===== config.mk =====
export PLATFORM = sky130hd
export DESIGN_NAME = board_port_scheduler_flat
export DESIGN_NICKNAME = d
export VERILOG_FILES = /design/src/rtl/board_port_scheduler_pkg.sv /design/src/rtl/board_port_scheduler_if.sv /design/src/rtl/board_port_scheduler_edit_rmw.sv /design/src/rtl/board_port_scheduler.sv /design/src/flat_wrapper.sv
export SDC_FILE = /design/constraint.sdc
export NUM_CORES = 1
export LEC_CHECK = 0
export ABC_AREA = 0
export CELL_PAD_IN_SITES_DETAIL_PLACEMENT = 0
export CELL_PAD_IN_SITES_GLOBAL_PLACEMENT = 1
export CORE_MARGIN = 2
export CORE_UTILIZATION = 35
export CTS_CLUSTER_SIZE = 28
export DETAILED_ROUTE_END_ITERATION = 6
export PLACE_DENSITY = 0.88
export SLEW_MARGIN = 30
export SYNTH_ARGS = -nofsm -noshare
export SYNTH_HDL_FRONTEND = slang
export SYNTH_SLANG_ARGS = --single-unit

===== constraint.sdc =====
create_clock -name clk_130mhz -period 3 [get_ports clk_130mhz]
set_input_delay 0.45 -clock clk_130mhz [delete_from_list [all_inputs] [get_ports clk_130mhz]]
set_output_delay 0.45 -clock clk_130mhz [all_outputs]
set_load 0.01 [all_outputs]

===== src/rtl/board_port_scheduler_pkg.sv =====
// Shared board geometry, scheduler state encoding and pacing helper for the
// board BRAM port scheduler.
package board_port_scheduler_pkg;

    localparam int WORD_SIZE      = 8;
    localparam int LOG_WORD_SIZE  = 3;
    localparam int BOARD_SIZE     = 32;
    localparam int LOG_BOARD_SIZE = 5;
    localparam int WORDS_PER_ROW  = BOARD_SIZE / WORD_SIZE;
    localparam int LOG_MAX_ADDR   = 7;

    typedef logic [LOG_BOARD_SIZE-1:0] pos_t;

    typedef enum logic [2:0] {
        IDLE,
        RENDER,
        EDIT_RD,
        EDIT_W1,
        EDIT_W2,
        EDIT_WR,
        STEP
    } sched_state_t;

    // A programmed pace of zero frames behaves like one frame per generation.
    function automatic logic [3:0] frames_needed(input logic [3:0] fps);
        return (fps == 4'd0) ? 4'd1 : fps;
    endfunction

endpackage


===== src/rtl/board_port_scheduler_if.sv =====
// Bundles the renderer, updater, cursor-edit, pacing and BRAM signals that the
// scheduler arbitrates between.
interface board_port_scheduler_if;
    import board_port_scheduler_pkg::*;

    logic                     render_done_in;
    logic [LOG_MAX_ADDR-1:0]  render_addr_in;
    logic [LOG_MAX_ADDR-1:0]  upd_addr_in;
    logic                     upd_we_in;
    logic [WORD_SIZE-1:0]     upd_wdata_in;
    logic                     upd_done_in;
    logic                     upd_start_out;
    logic                     upd_grant_out;
    logic                     edit_req_in;
    pos_t                     edit_x_in;
    pos_t                     edit_y_in;
    logic                     edit_ack_out;
    logic                     pause_in;
    logic [3:0]               frames_per_step_in;
    logic [LOG_MAX_ADDR-1:0]  mem_addr_out;
    logic                     mem_we_out;
    logic [WORD_SIZE-1:0]     mem_wdata_out;
    logic [WORD_SIZE-1:0]     mem_rdata_in;
    logic [15:0]              generation_out;

    modport slave (
        input  render_done_in, render_addr_in,
        input  upd_addr_in, upd_we_in, upd_wdata_in, upd_done_in,
        output upd_start_out, upd_grant_out,
        input  edit_req_in, edit_x_in, edit_y_in,
        output edit_ack_out,
        input  pause_in, frames_per_step_in,
        output mem_addr_out, mem_we_out, mem_wdata_out,
        input  mem_rdata_in,
        output generation_out
    );

    modport master (
        output render_done_in, render_addr_in,
        output upd_addr_in, upd_we_in, upd_wdata_in, upd_done_in,
        input  upd_start_out, upd_grant_out,
        output edit_req_in, edit_x_in, edit_y_in,
        input  edit_ack_out,
        output pause_in, frames_per_step_in,
        input  mem_addr_out, mem_we_out, mem_wdata_out,
        output mem_rdata_in,
        input  generation_out
    );

endinterface


===== src/rtl/board_port_scheduler_edit_rmw.sv =====
// Cursor-edit read-modify-write helper: latches one pending cell toggle and
// builds the write-back word from the BRAM read data.
module edit_rmw
    import board_port_scheduler_pkg::*;
(
    input  logic                    clk,
    input  logic                    rst_n,
    input  logic                    req,
    input  pos_t                    x,
    input  pos_t                    y,
    input  logic                    start,
    input  logic                    capture,
    input  logic                    commit,
    input  logic [WORD_SIZE-1:0]    rdata,
    output logic                    pending,
    output logic [LOG_MAX_ADDR-1:0] addr,
    output logic [WORD_SIZE-1:0]    wdata,
    output logic                    we,
    output logic                    done
);

    localparam logic [WORD_SIZE-1:0] MSB_MASK = {1'b1, {(WORD_SIZE-1){1'b0}}};

    logic [LOG_MAX_ADDR-1:0]  addr_calc;
    logic [LOG_WORD_SIZE-1:0] bit_q;

    assign addr_calc = LOG_MAX_ADDR'(y) * LOG_MAX_ADDR'(WORDS_PER_ROW)
                     + LOG_MAX_ADDR'(x >> LOG_WORD_SIZE);

    // Only one edit is held at a time; later requests are dropped until write-back.
    always_ff @(posedge clk or negedge rst_n) begin
        if (!rst_n) begin
            pending <= 1'b0;
            addr    <= '0;
            bit_q   <= '0;
        end else if (req && !pending) begin
            pending <= 1'b1;
            addr    <= addr_calc;
            bit_q   <= x[LOG_WORD_SIZE-1:0];
        end else if (commit) begin
            pending <= 1'b0;
        end
    end

    // Column 0 sits in the word MSB, the same order the renderer shifts out.
    always_ff @(posedge clk or negedge rst_n) begin
        if (!rst_n) begin
            wdata <= '0;
        end else if (start) begin
            wdata <= '0;
        end else if (capture) begin
            wdata <= rdata ^ (MSB_MASK >> bit_q);
        end
    end

    assign we   = commit;
    assign done = commit;

endmodule


===== src/rtl/board_port_scheduler.sv =====
// Single-port BRAM arbiter: renderer during active video, then a pending cursor
// edit, then a paced life-generation step during blanking.
module board_port_scheduler
    import board_port_scheduler_pkg::*;
(
    input  logic                   clk_130mhz,
    input  logic                   rst_n_in,
    board_port_scheduler_if.slave  bus
);

    sched_state_t            state;
    sched_state_t            state_next;
    logic                    done_q;
    logic                    rise;
    logic                    fall;
    logic [3:0]              frame_cnt;
    logic [3:0]              frame_next;
    logic                    step_due;
    logic                    start_set;
    logic                    start_q;
    logic                    busy;
    logic [15:0]             gen_cnt;
    logic                    edit_pending;
    logic [LOG_MAX_ADDR-1:0] edit_addr;
    logic [WORD_SIZE-1:0]    edit_wdata;
    logic                    edit_we;
    logic                    edit_done;

    assign rise = bus.render_done_in & ~done_q;
    assign fall = ~bus.render_done_in & done_q;

    // The blank that is just starting already counts toward the step pace.
    assign frame_next = (rise && frame_cnt != 4'd15) ? frame_cnt + 4'd1 : frame_cnt;
    assign step_due   = !bus.pause_in && (frame_next >= frames_needed(bus.frames_per_step_in));

    edit_rmw u_edit (
        .clk     (clk_130mhz),
        .rst_n   (rst_n_in),
        .req     (bus.edit_req_in),
        .x       (bus.edit_x_in),
        .y       (bus.edit_y_in),
        .start   (state == EDIT_RD),
        .capture (state == EDIT_W2),
        .commit  (state == EDIT_WR),
        .rdata   (bus.mem_rdata_in),
        .pending (edit_pending),
        .addr    (edit_addr),
        .wdata   (edit_wdata),
        .we      (edit_we),
        .done    (edit_done)
    );

    always_ff @(posedge clk_130mhz or negedge rst_n_in) begin
        if (!rst_n_in) state <= IDLE;
        else           state <= state_next;
    end

    always_comb begin
        state_next = state;
        start_set  = 1'b0;
        case (state)
            IDLE:    if (fall) state_next = RENDER;
            RENDER: begin
                if (rise) begin
                    if (edit_pending)  state_next = EDIT_RD;
                    else if (busy)     state_next = STEP;
                    else if (step_due) begin
                        state_next = STEP;
                        start_set  = 1'b1;
                    end else           state_next = IDLE;
                end
            end
            EDIT_RD: state_next = fall ? RENDER : EDIT_W1;
            EDIT_W1: state_next = fall ? RENDER : EDIT_W2;
            EDIT_W2: state_next = fall ? RENDER : EDIT_WR;
            // The write itself is never cut short; only the follow-on yields to video.
            EDIT_WR: begin
                if (fall)          state_next = RENDER;
                else if (busy)     state_next = STEP;
                else if (step_due) begin
                    state_next = STEP;
                    start_set  = 1'b1;
                end else           state_next = IDLE;
            end
            STEP: begin
                if (fall)                 state_next = RENDER;
                else if (bus.upd_done_in) state_next = IDLE;
            end
            default: state_next = IDLE;
        endcase
    end

    always_comb begin
        bus.mem_addr_out  = bus.render_addr_in;
        bus.mem_we_out    = 1'b0;
        bus.mem_wdata_out = '0;
        bus.upd_grant_out = 1'b0;
        case (state)
            EDIT_RD, EDIT_W1, EDIT_W2: bus.mem_addr_out = edit_addr;
            EDIT_WR: begin
                bus.mem_addr_out  = edit_addr;
                bus.mem_we_out    = edit_we;
                bus.mem_wdata_out = edit_wdata;
            end
            STEP: begin
                bus.mem_addr_out  = bus.upd_addr_in;
                bus.mem_we_out    = bus.upd_we_in;
                bus.mem_wdata_out = bus.upd_wdata_in;
                bus.upd_grant_out = 1'b1;
            end
            default: ;
        endcase
    end

    // A preempted generation keeps busy set so the next blank resumes it without a restart.
    always_ff @(posedge clk_130mhz or negedge rst_n_in) begin
        if (!rst_n_in) begin
            done_q    <= 1'b1;
            start_q   <= 1'b0;
            frame_cnt <= '0;
            busy      <= 1'b0;
            gen_cnt   <= '0;
        end else begin
            done_q    <= bus.render_done_in;
            start_q   <= start_set;
            frame_cnt <= start_set ? 4'd0 : frame_next;
            if (state == STEP) begin
                busy <= fall | ~bus.upd_done_in;
                if (!fall && bus.upd_done_in) gen_cnt <= gen_cnt + 16'd1;
            end
        end
    end

    assign bus.upd_start_out  = start_q;
    assign bus.edit_ack_out   = edit_done;
    assign bus.generation_out = gen_cnt;

endmodule

===== src/flat_wrapper.sv =====
// flat-port wrapper written by rule: the top's interface ports become plain ports
module board_port_scheduler_flat import board_port_scheduler_pkg::*;
  (clk_130mhz, rst_n_in, bus_render_done_in, bus_render_addr_in, bus_upd_addr_in, bus_upd_we_in, bus_upd_wdata_in, bus_upd_done_in, bus_upd_start_out, bus_upd_grant_out, bus_edit_req_in, bus_edit_x_in, bus_edit_y_in, bus_edit_ack_out, bus_pause_in, bus_frames_per_step_in, bus_mem_addr_out, bus_mem_we_out, bus_mem_wdata_out, bus_mem_rdata_in, bus_generation_out);
  board_port_scheduler_if bus_i ();
  input  logic clk_130mhz;
  input  logic rst_n_in;
  input wire logic [$bits(bus_i.render_done_in)-1:0] bus_render_done_in;
  input wire logic [$bits(bus_i.render_addr_in)-1:0] bus_render_addr_in;
  input wire logic [$bits(bus_i.upd_addr_in)-1:0] bus_upd_addr_in;
  input wire logic [$bits(bus_i.upd_we_in)-1:0] bus_upd_we_in;
  input wire logic [$bits(bus_i.upd_wdata_in)-1:0] bus_upd_wdata_in;
  input wire logic [$bits(bus_i.upd_done_in)-1:0] bus_upd_done_in;
  output wire logic [$bits(bus_i.upd_start_out)-1:0] bus_upd_start_out;
  output wire logic [$bits(bus_i.upd_grant_out)-1:0] bus_upd_grant_out;
  input wire logic [$bits(bus_i.edit_req_in)-1:0] bus_edit_req_in;
  input wire logic [$bits(bus_i.edit_x_in)-1:0] bus_edit_x_in;
  input wire logic [$bits(bus_i.edit_y_in)-1:0] bus_edit_y_in;
  output wire logic [$bits(bus_i.edit_ack_out)-1:0] bus_edit_ack_out;
  input wire logic [$bits(bus_i.pause_in)-1:0] bus_pause_in;
  input wire logic [$bits(bus_i.frames_per_step_in)-1:0] bus_frames_per_step_in;
  output wire logic [$bits(bus_i.mem_addr_out)-1:0] bus_mem_addr_out;
  output wire logic [$bits(bus_i.mem_we_out)-1:0] bus_mem_we_out;
  output wire logic [$bits(bus_i.mem_wdata_out)-1:0] bus_mem_wdata_out;
  input wire logic [$bits(bus_i.mem_rdata_in)-1:0] bus_mem_rdata_in;
  output wire logic [$bits(bus_i.generation_out)-1:0] bus_generation_out;
  assign bus_i.render_done_in = bus_render_done_in;
  assign bus_i.render_addr_in = bus_render_addr_in;
  assign bus_i.upd_addr_in = bus_upd_addr_in;
  assign bus_i.upd_we_in = bus_upd_we_in;
  assign bus_i.upd_wdata_in = bus_upd_wdata_in;
  assign bus_i.upd_done_in = bus_upd_done_in;
  assign bus_upd_start_out = bus_i.upd_start_out;
  assign bus_upd_grant_out = bus_i.upd_grant_out;
  assign bus_i.edit_req_in = bus_edit_req_in;
  assign bus_i.edit_x_in = bus_edit_x_in;
  assign bus_i.edit_y_in = bus_edit_y_in;
  assign bus_edit_ack_out = bus_i.edit_ack_out;
  assign bus_i.pause_in = bus_pause_in;
  assign bus_i.frames_per_step_in = bus_frames_per_step_in;
  assign bus_mem_addr_out = bus_i.mem_addr_out;
  assign bus_mem_we_out = bus_i.mem_we_out;
  assign bus_mem_wdata_out = bus_i.mem_wdata_out;
  assign bus_i.mem_rdata_in = bus_mem_rdata_in;
  assign bus_generation_out = bus_i.generation_out;
  board_port_scheduler u_core (.clk_130mhz(clk_130mhz), .rst_n_in(rst_n_in), .bus(bus_i));
endmodule

== Word level (Yosys, flattened, before mapping) ==
Index checks and enable logic that the tools add are counted.
W data, S select, Z words.

* Flip-flop bits (word level): 45
* Input bits: 51
* Output and inout port bits: 35
* Word-level logic and storage cells: 75

* $add $sub $neg: 3
* Magnitude comparators: 1
* Equality and inequality tests: 10
* Shift operators: 1
* Muxes and demuxes: 29
* Bitwise operators: 7
* Reductions and logical operators: 14

{| class="wikitable"
|+ Operator list
! operator !! count
|-
| $mux W3 || 10
|-
| $pmux W3 S7 || 1
|-
| $add A16 B1 Y16 const B || 1
|-
| $mux W8 || 2
|-
| $pmux W8 S2 || 1
|-
| $pmux W7 S2 || 1
|-
| $mux W4 || 3
|-
| $eq A3 B3 Y1 const B || 3
|-
| $mux W1 || 8
|-
| $shr A8 B3 Y8 const A || 1
|-
| $xor A8 B8 Y8 || 1
|-
| $add A7 B2 Y7 || 1
|-
| $eq A3 B2 Y1 const B || 2
|-
| $add A4 B1 Y4 const B || 1
|-
| $ge A4 B4 Y1 || 1
|-
| $logic_and A1 B1 Y1 || 4
|-
| $logic_not A4 Y1 || 1
|-
| $ne A2 B1 Y1 const B || 2
|-
| $ne A4 B4 Y1 const B || 1
|-
| $pmux W1 S2 || 2
|-
| $reduce_bool A2 Y1 || 2
|-
| $reduce_or A4 Y1 || 1
|-
| $eq A3 B1 Y1 const B || 1
|-
| $logic_not A1 Y1 || 3
|-
| 8 further kinds || 11
|}

== Logic depth before layout (Yosys ltp) ==
Gate-level depths: netlist of run 1.

* Depth in word-level cells: 12
* Gate-level depth with buffers: 9
* Gate-level depth less buffers: 9

== By module ==
From an unflattened synthesis of run 1, not the netlist that was laid out.

* Cells, all modules: 267
* Area total of the unflattened synthesis: 2718.9 um^2

{| class="wikitable"
|+ Modules (own cells, without submodules)
! module !! instances !! cells each !! area an instance (um^2) !! sequential area each (um^2)
|-
| board_port_scheduler || 1 || 193 || 1811.7 || 651.9
|-
| edit_rmw || 1 || 74 || 907.1 || 475.5
|}

== Least setup slack after synthesis of run 1 ==
OpenSTA, ideal clock, no wires.

* Path kind: reg-to-reg
* Start: register u_core.frame_cnt[0]
* End: register u_core.frame_cnt[0]
* Setup time: 131 ps
* Arrival: 2120 ps
* Data required time: 2869 ps
* Slack: 749 ps
* Cell stages (with the launch flop): 9
* Path buffers: 0
* Period minus slack after synthesis: 2251 ps
* Cell sequence: dfrtp_1 > ha_1 > a31oi_2 > mux2_1 > ha_1 > o211ai_1 > o21ai_0 > and2_1 > a21oi_1

* Word-level cells in the longest chain between the ends: 11
* Elaborated cells on any way between the ends: 13
* Classes of those cells: 1 x add/sub; 1 x order compare; 1 x eq/ne; 8 x mux; 2 x reduce/logical

{| class="wikitable"
|+ RTL lines
! element !! line !! source
|-
| start, declared || board_port_scheduler.sv:16 || <nowiki>logic [3:0] frame_cnt;</nowiki>
|-
| start signal, assigned || board_port_scheduler.sv:126 || <nowiki>frame_cnt <= start_set ? 4'd0 : frame_next;</nowiki>
|-
| branches (longest 2 deep; another with $add A4 B1 Y4) || - ||
|-
| $mux W4 (*) || board_port_scheduler.sv:33 || <nowiki>assign frame_next = (rise && frame_cnt != 4'd15) ? frame_cnt + 4'd1 : frame_cnt;</nowiki>
|-
| $ge A4 B4 Y1 || board_port_scheduler.sv:34 || <nowiki>assign step_due = !bus.pause_in && (frame_next >= frames_needed(bus.frames_per_step_in));</nowiki>
|-
| $logic_and A1 B1 Y1 || board_port_scheduler.sv:34 ||
|-
| $mux W1 || board_port_scheduler.sv:67, board_port_scheduler.sv:80 ||
|-
| $mux W1 || board_port_scheduler.sv:79 || <nowiki>else if (busy) state_next = STEP;</nowiki>
|-
| $mux W1 || board_port_scheduler.sv:65 || <nowiki>if (edit_pending) state_next = EDIT_RD;</nowiki>
|-
| $mux W1 || board_port_scheduler.sv:64 || <nowiki>if (rise) begin</nowiki>
|-
| $pmux W1 S2 || board_port_scheduler.sv:61 || <nowiki>case (state)</nowiki>
|-
| $mux W4 (*) || board_port_scheduler.sv:126 ||
|}

Mark *: on every way between the ends.
A chain may end at the register's enable or synchronous reset.

== Worst setup path in the final report of run 1 ==
* Start: register u_core.state[2]
* End: output bus_mem_wdata_out[0]

* Word-level cells in the longest chain between the ends: 2
* Elaborated cells on any way between the ends: 3
* Classes of those cells: 2 x eq/ne; 1 x mux

{| class="wikitable"
|+ RTL lines
! element !! line !! source
|-
| start, declared || board_port_scheduler.sv:11 || <nowiki>sched_state_t state;</nowiki>
|-
| start signal, assigned || board_port_scheduler.sv:55 || <nowiki>else state <= state_next;</nowiki>
|-
| $eq A3 B3 Y1 || board_port_scheduler.sv:98 || <nowiki>case (state)</nowiki>
|-
| $pmux W8 S2 (*) || board_port_scheduler.sv:98 ||
|-
| end, declared || flat_wrapper.sv:23 || <nowiki>output wire logic [$bits(bus_i.mem_wdata_out)-1:0] bus_mem_wdata_out;</nowiki>
|}

Mark *: on every way between the ends. The rest lies on a longest branch, timed or not.

==> results of run 1 <==
critical path: cells and delay by family, from the launching register on:
| kind | cells | cell delay (ns) |
|---|---|---|
| buf+inv | 2 | 0.77 |
| flops | 1 | 0.38 |
| compound gates | 1 | 0.21 |
| simple gates | 1 | 0.49 |
per-stage QoR:
step           instances  setup WS [ns]  total power (W)  hold slack (ns)  cell area (um^2)
6_report             449          0.411          0.00278            0.158              3760
3_3_place_gp         441          0.204          0.00222            0.467              3620
3_5_place_dp         441          0.128          0.00226            0.470              3620
4_1_cts              449          0.370          0.00281            0.174              3760
5_1_grt              449          0.220          0.00300            0.195              3760
2_1_floorplan        264          0.749          0.00179            0.154              2680
final timing paths:
kind                                                from                            end  slack [ns]  depth (start not counted)
setup / recovery                         u_core.state[2]           bus_mem_wdata_out[0]        0.41                          4
hold / removal                                  rst_n_in            u_core.frame_cnt[2]        0.16                          1
setup reg to reg                     u_core.frame_cnt[0]            u_core.frame_cnt[1]        0.51                          8
hold reg to reg            u_core.bus.generation_out[15]  u_core.bus.generation_out[15]        0.48                          1
max in group asynchronous                       rst_n_in         u_core.u_edit.wdata[4]        2.45                          1
min in group clk_130mhz    u_core.bus.generation_out[15]  u_core.bus.generation_out[15]        0.48                          1
routing by layer:
layer | track usage (%) | share of wire [%] | vias to the layer above
met3 | 3.57 | 5.3 | 6
li1 | - | - | 1118
met5 | 0 | 0 | -
met1 | 19.5 | 44 | 1058
met4 | 3.91 | 1.0 | 0
met2 | 25.2 | 49 | 67
cell usage after synthesis (all sizes together):
cell type  instances
o22ai              1
buf                9
and4               3
nand3b             2
ha                 6
dfstp              1
or3                1
a31o               1
nand3              9
o21bai             1
o211ai             9
a32o               1
nand2b             4
and2               3
xnor2             18
nor3               4
nor2b              2
a211o              1
clkbuf             5
nand2             27
and4b              1
xor2               8
inv                9
a31oi              3
nor3b              3
o21ai             20
mux2i             14
and3               1
nand4              7
and3b              2
a311oi             1
a211oi             2
mux2              12
dfrtp             44
a21oi              5
nor2              10
a21o               3
a22o               8
a21boi             3
report_power, final:
| group | internal [W] | switching, W |
|---|---|---|
| clock network | 0.000331 | 0.000206 |
| registers | 0.000790 | 0.000209 |
| logic | 0.000660 | 0.000584 |
| total | 0.00178 | 0.000999 |
sequential cells by signal, summed over array words and instances, names as in the netlist, 3 cells and up:
name                       cells
u_core.bus.generation_out     16
u_core.u_edit.wdata            8
u_core.u_edit.addr             7
u_core.frame_cnt               4
u_core.state                   3
u_core.u_edit.bit_q            3
layout make-up:
| class | count | area share, % |
|---|---|---|
| inverter | 9 | 0.899 |
| clock buffer | 5 | 1.83 |
| tap | 99 | 3.30 |
| timing repair buffer | 92 | 24.0 |
| clock inverter | 3 | 1.73 |
| sequential | 45 | 30.0 |
| multi-input combinational | 196 | 38.3 |
logic make-up after synthesis:
logic type / after synthesis / synth area share, %
muxes: 26 / 10.4
xor gates and xnor gates: 26 / 8.51
buffers and inverters: 23 / 4.16
DFF: 45 / 42.1
adders and majority gates: 6 / 2.80
AOI/OAI and AO/OA: 59 / 15.7
and+or+nand+nor: 79 / 16.3
==> run summary, run 1 <==
status: complete, no violations
Critical Path RT: 2.55 ns
die width: 91.4 um
top-level I/O count: 86
setup TNS: 0 ns
Post-Route Utilization: 51.3%
DR WL/cell: 13.8 um
largest net degree at the start of global routing: 46
post-synthesis instance total: 264
Min Clock Period, post-route: 2.59 ns
initial antenna violation count: 0
share of the synthesized area in the top cell type: 41.1%
hold buffers post-CTS: 0
gr usage total: 15.1%
routed vias: 2249
DRC Markers: 0
Yosys cell types: 53
Initial Util: 36.5%
slowest CP cell: clkdlybuf4s50_1
vias in the first global route: 2208
share of cells above drive strength 1: 11.7%
synthesis-stage register bit count: 45
Setup CP Type: register to output pin
Critical Path Source Type: register
vias per cell: 5.01
Area contributors post-synth: dfrtp_1, xnor2_1, mux2i_1
most frequent cells in the layout: clkdlybuf4s50_1, dfrtp_1, nand2_1
Hold Crit Class: primary input to async pin
Syn Nets: 321
Core ar.: 7330 um^2
CP Max Fanout: 15
ant diodes: 0
post-CTS setup buffers: 0
sequential standard cell area: 1130 um^2
CTS resizes: 0
Congestion Overflow GR: 0
commonest non-fill, non-tap cell in the layout: clkdlybuf4s50_1
leakage: 1.54 nW
Pre-antenna DRT Iters: 4
Crit path arrival time: 2.14 ns
gp weighted congestion: 0.789
# fillers: 678
unrepaired setup endpoints after global routing: no
initial detailed-routing violation count: 77
WL final: 6.19 mm
hpwl dp: 4.66 mm
final hold vios: 0
worst stage delay on the critical path: 0.54 ns
Root Buffer: clkbuf_8
Finish-stage setup viols: 0
period utilization: 86.3%
Yosys warnings: 0
row count: 31
CTS clk-pin slew, worst paths: 0.09 ns
Pwr Density: 740 nW/um^2
# nets final: 406
Post-Syn Area: 2680 um^2
CTS tree: done
full die area: 8360 um^2
clock tree buffer depth: 2
CTS sink count: 45
critical path, cell by cell: buf_4, and3b_1, a22o_1, clkdlybuf4s50_1
CTS Buf Count: 5
Worst setup EP type: output pin
largest area contributor in the netlist: dfrtp_1
pins over their slew limit: 0
Die Height: 91.4 um
multi-input logic area: 1440 um^2
worst slew pin tran: 0.582 ns
max-cap viol count: 0
H-Tree Depth: 2
Syn Area/Cell: 10.1 um^2
register area share after synthesis: 42.1%
Worst VDD drop: 0.438 mV
remaining antenna violation count after routing: 0
clk_lat worst skew: 0.29 ns
Synth-to-Final Area Change: 40.4%
relative slew slack: 61.2%
IO buf count: 85
Post-Route Skew: 0.00536 ns
global-route wire length before repair: 10.4 mm
FMAX: 386 MHz
Power figures use the tool's default switching activity.
==> run 2: changes to the inputs <==
--- a/config.mk
+++ b/config.mk
@@ -6,11 +6,11 @@
 export NUM_CORES = 1
 export LEC_CHECK = 0
 export ABC_AREA = 0
+export CAP_MARGIN = 40
 export CELL_PAD_IN_SITES_DETAIL_PLACEMENT = 0
 export CELL_PAD_IN_SITES_GLOBAL_PLACEMENT = 1
 export CORE_MARGIN = 2
 export CORE_UTILIZATION = 35
-export CTS_CLUSTER_SIZE = 28
 export DETAILED_ROUTE_END_ITERATION = 6
 export PLACE_DENSITY = 0.88
 export SLEW_MARGIN = 30
==> results of run 2 <==
Final layout, timing and power as in run 1 (identical DEF).
==> run 3: changes to the inputs <==
--- a/config.mk
+++ b/config.mk
@@ -13,6 +13,7 @@
 export CORE_UTILIZATION = 35
 export DETAILED_ROUTE_END_ITERATION = 6
 export PLACE_DENSITY = 0.88
+export SETUP_SLACK_MARGIN = 0.3
 export SLEW_MARGIN = 30
 export SYNTH_ARGS = -nofsm -noshare
 export SYNTH_HDL_FRONTEND = slang
==> constraint.sdc (replaced) <==
create_clock -name clk_130mhz -period 2.95 [get_ports clk_130mhz]
set_input_delay 0.4425 -clock clk_130mhz [delete_from_list [all_inputs] [get_ports clk_130mhz]]
set_output_delay 0.4425 -clock clk_130mhz [all_outputs]
set_load 0.01 [all_outputs]
==> run summary, run 3 (same netlist as run 1, synthesis figures left out) <==
Finish-stage setup viols: 0 (unchanged)
P_int: 0.00175 W (was 0.00178 W)
crit path setup slack, layout: 0.491 ns (was 0.411 ns)
relative slew slack: 61.3% (was 61.2%)
Clk pwr share: 17.5% (was 19.3%)
status: complete, no violations (unchanged)
CTS sink count: 45 (unchanged)
Crit path arrival time: 2.65 ns (was 2.14 ns)
clock tree buffer depth: 2 (unchanged)
full die area: 8360 um^2 (unchanged)
DRC Markers: 0 (unchanged)
global-route wire length before repair: 10.5 mm (was 10.4 mm)
share of cells above drive strength 1: 11.7% (about the same)
pins over their slew limit: 0 (unchanged)
R2R setup slack: 0.52 ns (was 0.51 ns)
Hold Crit Class: primary input to async pin (unchanged)
gr usage total: 15.2% (was 15.1%)
CTS Buf Count: 5 (unchanged)
leakage: 1.52 nW (was 1.54 nW)
Post-Route Skew: 0.00564 ns (was 0.00536 ns)
Pwr Density: 738 nW/um^2 (was 740 nW/um^2)
max reg flops: 16 (unchanged)
post-CTS setup buffers: 0 (unchanged)
setup TNS: 0 ns (unchanged)
sw frac: 36.6% (was 35.9%)
Synth-to-Final Area Change: 39.6% (was 40.4%)
Setup CP Type: primary input to register (was register to output pin)
Power, Total: 0.00276 W (was 0.00278 W)
remaining antenna violation count after routing: 0 (unchanged)
final hold vios: 0 (unchanged)
die width: 91.4 um (unchanged)
ant diodes: 0 (unchanged)
Pre-antenna DRT Iters: 4 (unchanged)
clk_lat worst skew: 0.29 ns (about the same)
Flop pwr share: 37.9% (was 36.0%)
Worst VDD drop: 0.433 mV (was 0.438 mV)
placed insts: 440 (was 441)
top-level I/O count: 86 (unchanged)
Die Height: 91.4 um (unchanged)
WL final: 6.23 mm (was 6.19 mm)
most frequent cells in the layout: clkdlybuf4s50_1, dfrtp_1, nand2_1 (unchanged)
vias per cell: 4.96 (was 5.01)
Min Clock Period, post-route: 2.46 ns
Root Buffer: clkbuf_8 (unchanged)
gp weighted congestion: 0.776 (was 0.789)
Worst setup EP type: register (was output pin)
Congestion Overflow GR: 0 (unchanged)
Critical Path Source Type: primary input (was register)
row count: 31 (unchanged)
commonest non-fill, non-tap cell in the layout: clkdlybuf4s50_1 (unchanged)
vias in the first global route: 2228 (was 2208)
CTS clk-pin slew, worst paths: 0.09 ns (about the same)
unrepaired setup endpoints after global routing: no (unchanged)
max-cap viol count: 0 (unchanged)
Initial Util: 36.5% (unchanged)
pre-CTS setup slack: 0.0501 ns (was 0.128 ns)
initial antenna violation count: 0 (unchanged)
CP Max Fanout: 5 (was 15)
H-Tree Depth: 2 (unchanged)
period utilization: 83.4%
IO buf count: 85 (unchanged)
worst slew pin tran: 0.580 ns (was 0.582 ns)
# nets final: 405 (was 406)
Psw: 0.00101 W (was 0.000999 W)
FMAX: 407 MHz
Non-Filler Instances: 448 (was 449)
DR WL/cell: 13.9 um (was 13.8 um)
hpwl dp: 4.73 mm (was 4.66 mm)
CTS tree: done (unchanged)
largest net degree at the start of global routing: 46 (unchanged)
initial detailed-routing violation count: 96 (was 77)
Core ar.: 7330 um^2 (unchanged)
routed vias: 2223 (was 2249)
Critical Path RT: 3.14 ns (was 2.55 ns)
logic gate share of total power: 44.6% (was 44.7%)
[run 3: changes by cell type in the layout (fill, tap and decap cells not counted)]
| cell | previous run | this run |
|---|---|---|
| clkbuf_8 | 5 | 6 |
| o21ai_0 | 16 | 15 |
| clkinv_2 | 1 | 0 |
| and3b_2 | 1 | 2 |
| clkbuf_1 | 0 | 1 |
| dfrtp_1 | 44 | 43 |
| dfrtp_2 | 0 | 1 |
| buf_4 | 8 | 7 |
| and3b_1 | 1 | 0 |
| o21ai_1 | 4 | 5 |
| bufinv_16 | 2 | 1 |
[run 3: stage by stage]
stage / utilization (%) / hold WS, ns / cell area (um^2)
2_1_floorplan: - / 0.147 / 2680
3_3_place_gp: 49.3 / 0.465 / 3610
3_5_place_dp: 49.3 / 0.477 / 3620
4_1_cts: 50.9 / 0.168 / 3730
5_1_grt: 50.9 / 0.187 / 3730
6_report: 50.9 / 0.149 / 3730
[run 3: power by group through the flow]
stage | combinational (W) | clock, W | sequential, W
2_1_floorplan | 0.000886 | 0 | 0.000934
3_3_place_gp | 0.00120 | 0 | 0.00104
3_5_place_dp | 0.00124 | 0 | 0.00105
4_1_cts | 0.00125 | 0.000498 | 0.00104
5_1_grt | 0.00137 | 0.000521 | 0.00108
6_report | 0.00123 | 0.000482 | 0.00104
[run 3: path summary, 6_finish.rpt]
check | startpoint | to | cells past startpoint
max | bus_render_done_in | u_core.bus.upd_start_out | 9
min | rst_n_in | u_core.frame_cnt[1] | 1
max reg2reg | u_core.frame_cnt[0] | u_core.bus.upd_start_out | 8
min reg2reg | u_core.u_edit.wdata[1] | u_core.u_edit.wdata[1] | 2
max in group asynchronous | rst_n_in | u_core.state[2] | 1
min in group clk_130mhz | u_core.u_edit.wdata[1] | u_core.u_edit.wdata[1] | 2
[run 3: what timing repair did]
item | 4_1_cts | 5_1_grt
hold buffers | 0 | 0
endpoints found under the setup margin | 9 | 19
gates resized for setup | 1 | 2
[run 3: per-layer routing]
| metal | global-route usage (%) | vias to the layer above | share of wire [%] |
|---|---|---|---|
| met5 | 0 | - | 0 |
| met4 | 3.03 | 0 | 0.58 |
| met3 | 2.82 | 4 | 4.4 |
| met1 | 19.5 | 1055 | 45 |
| met2 | 26.5 | 53 | 50 |
| li1 | - | 1111 | - |
[run 3: final cells by class]
type	instances	area, um^2
fill	682	3600
clock buffer	7	86.3
inverter	9	33.8
tap	99	124
clock inverter	1	30.0
sequential	45	1130
timing repair buffer	91	893
multi-input combinational	196	1440
[run 3: worst max-delay path, stage by stage]
cell and delay, ns:
clkdlybuf4s50_1 0.52, nand2b_4 0.09, a31oi_2 0.19, mux2_1 0.37, ha_1 0.23, nor3b_1 0.23, o21ai_1 0.17, and2_1 0.25
and2_1 0.15
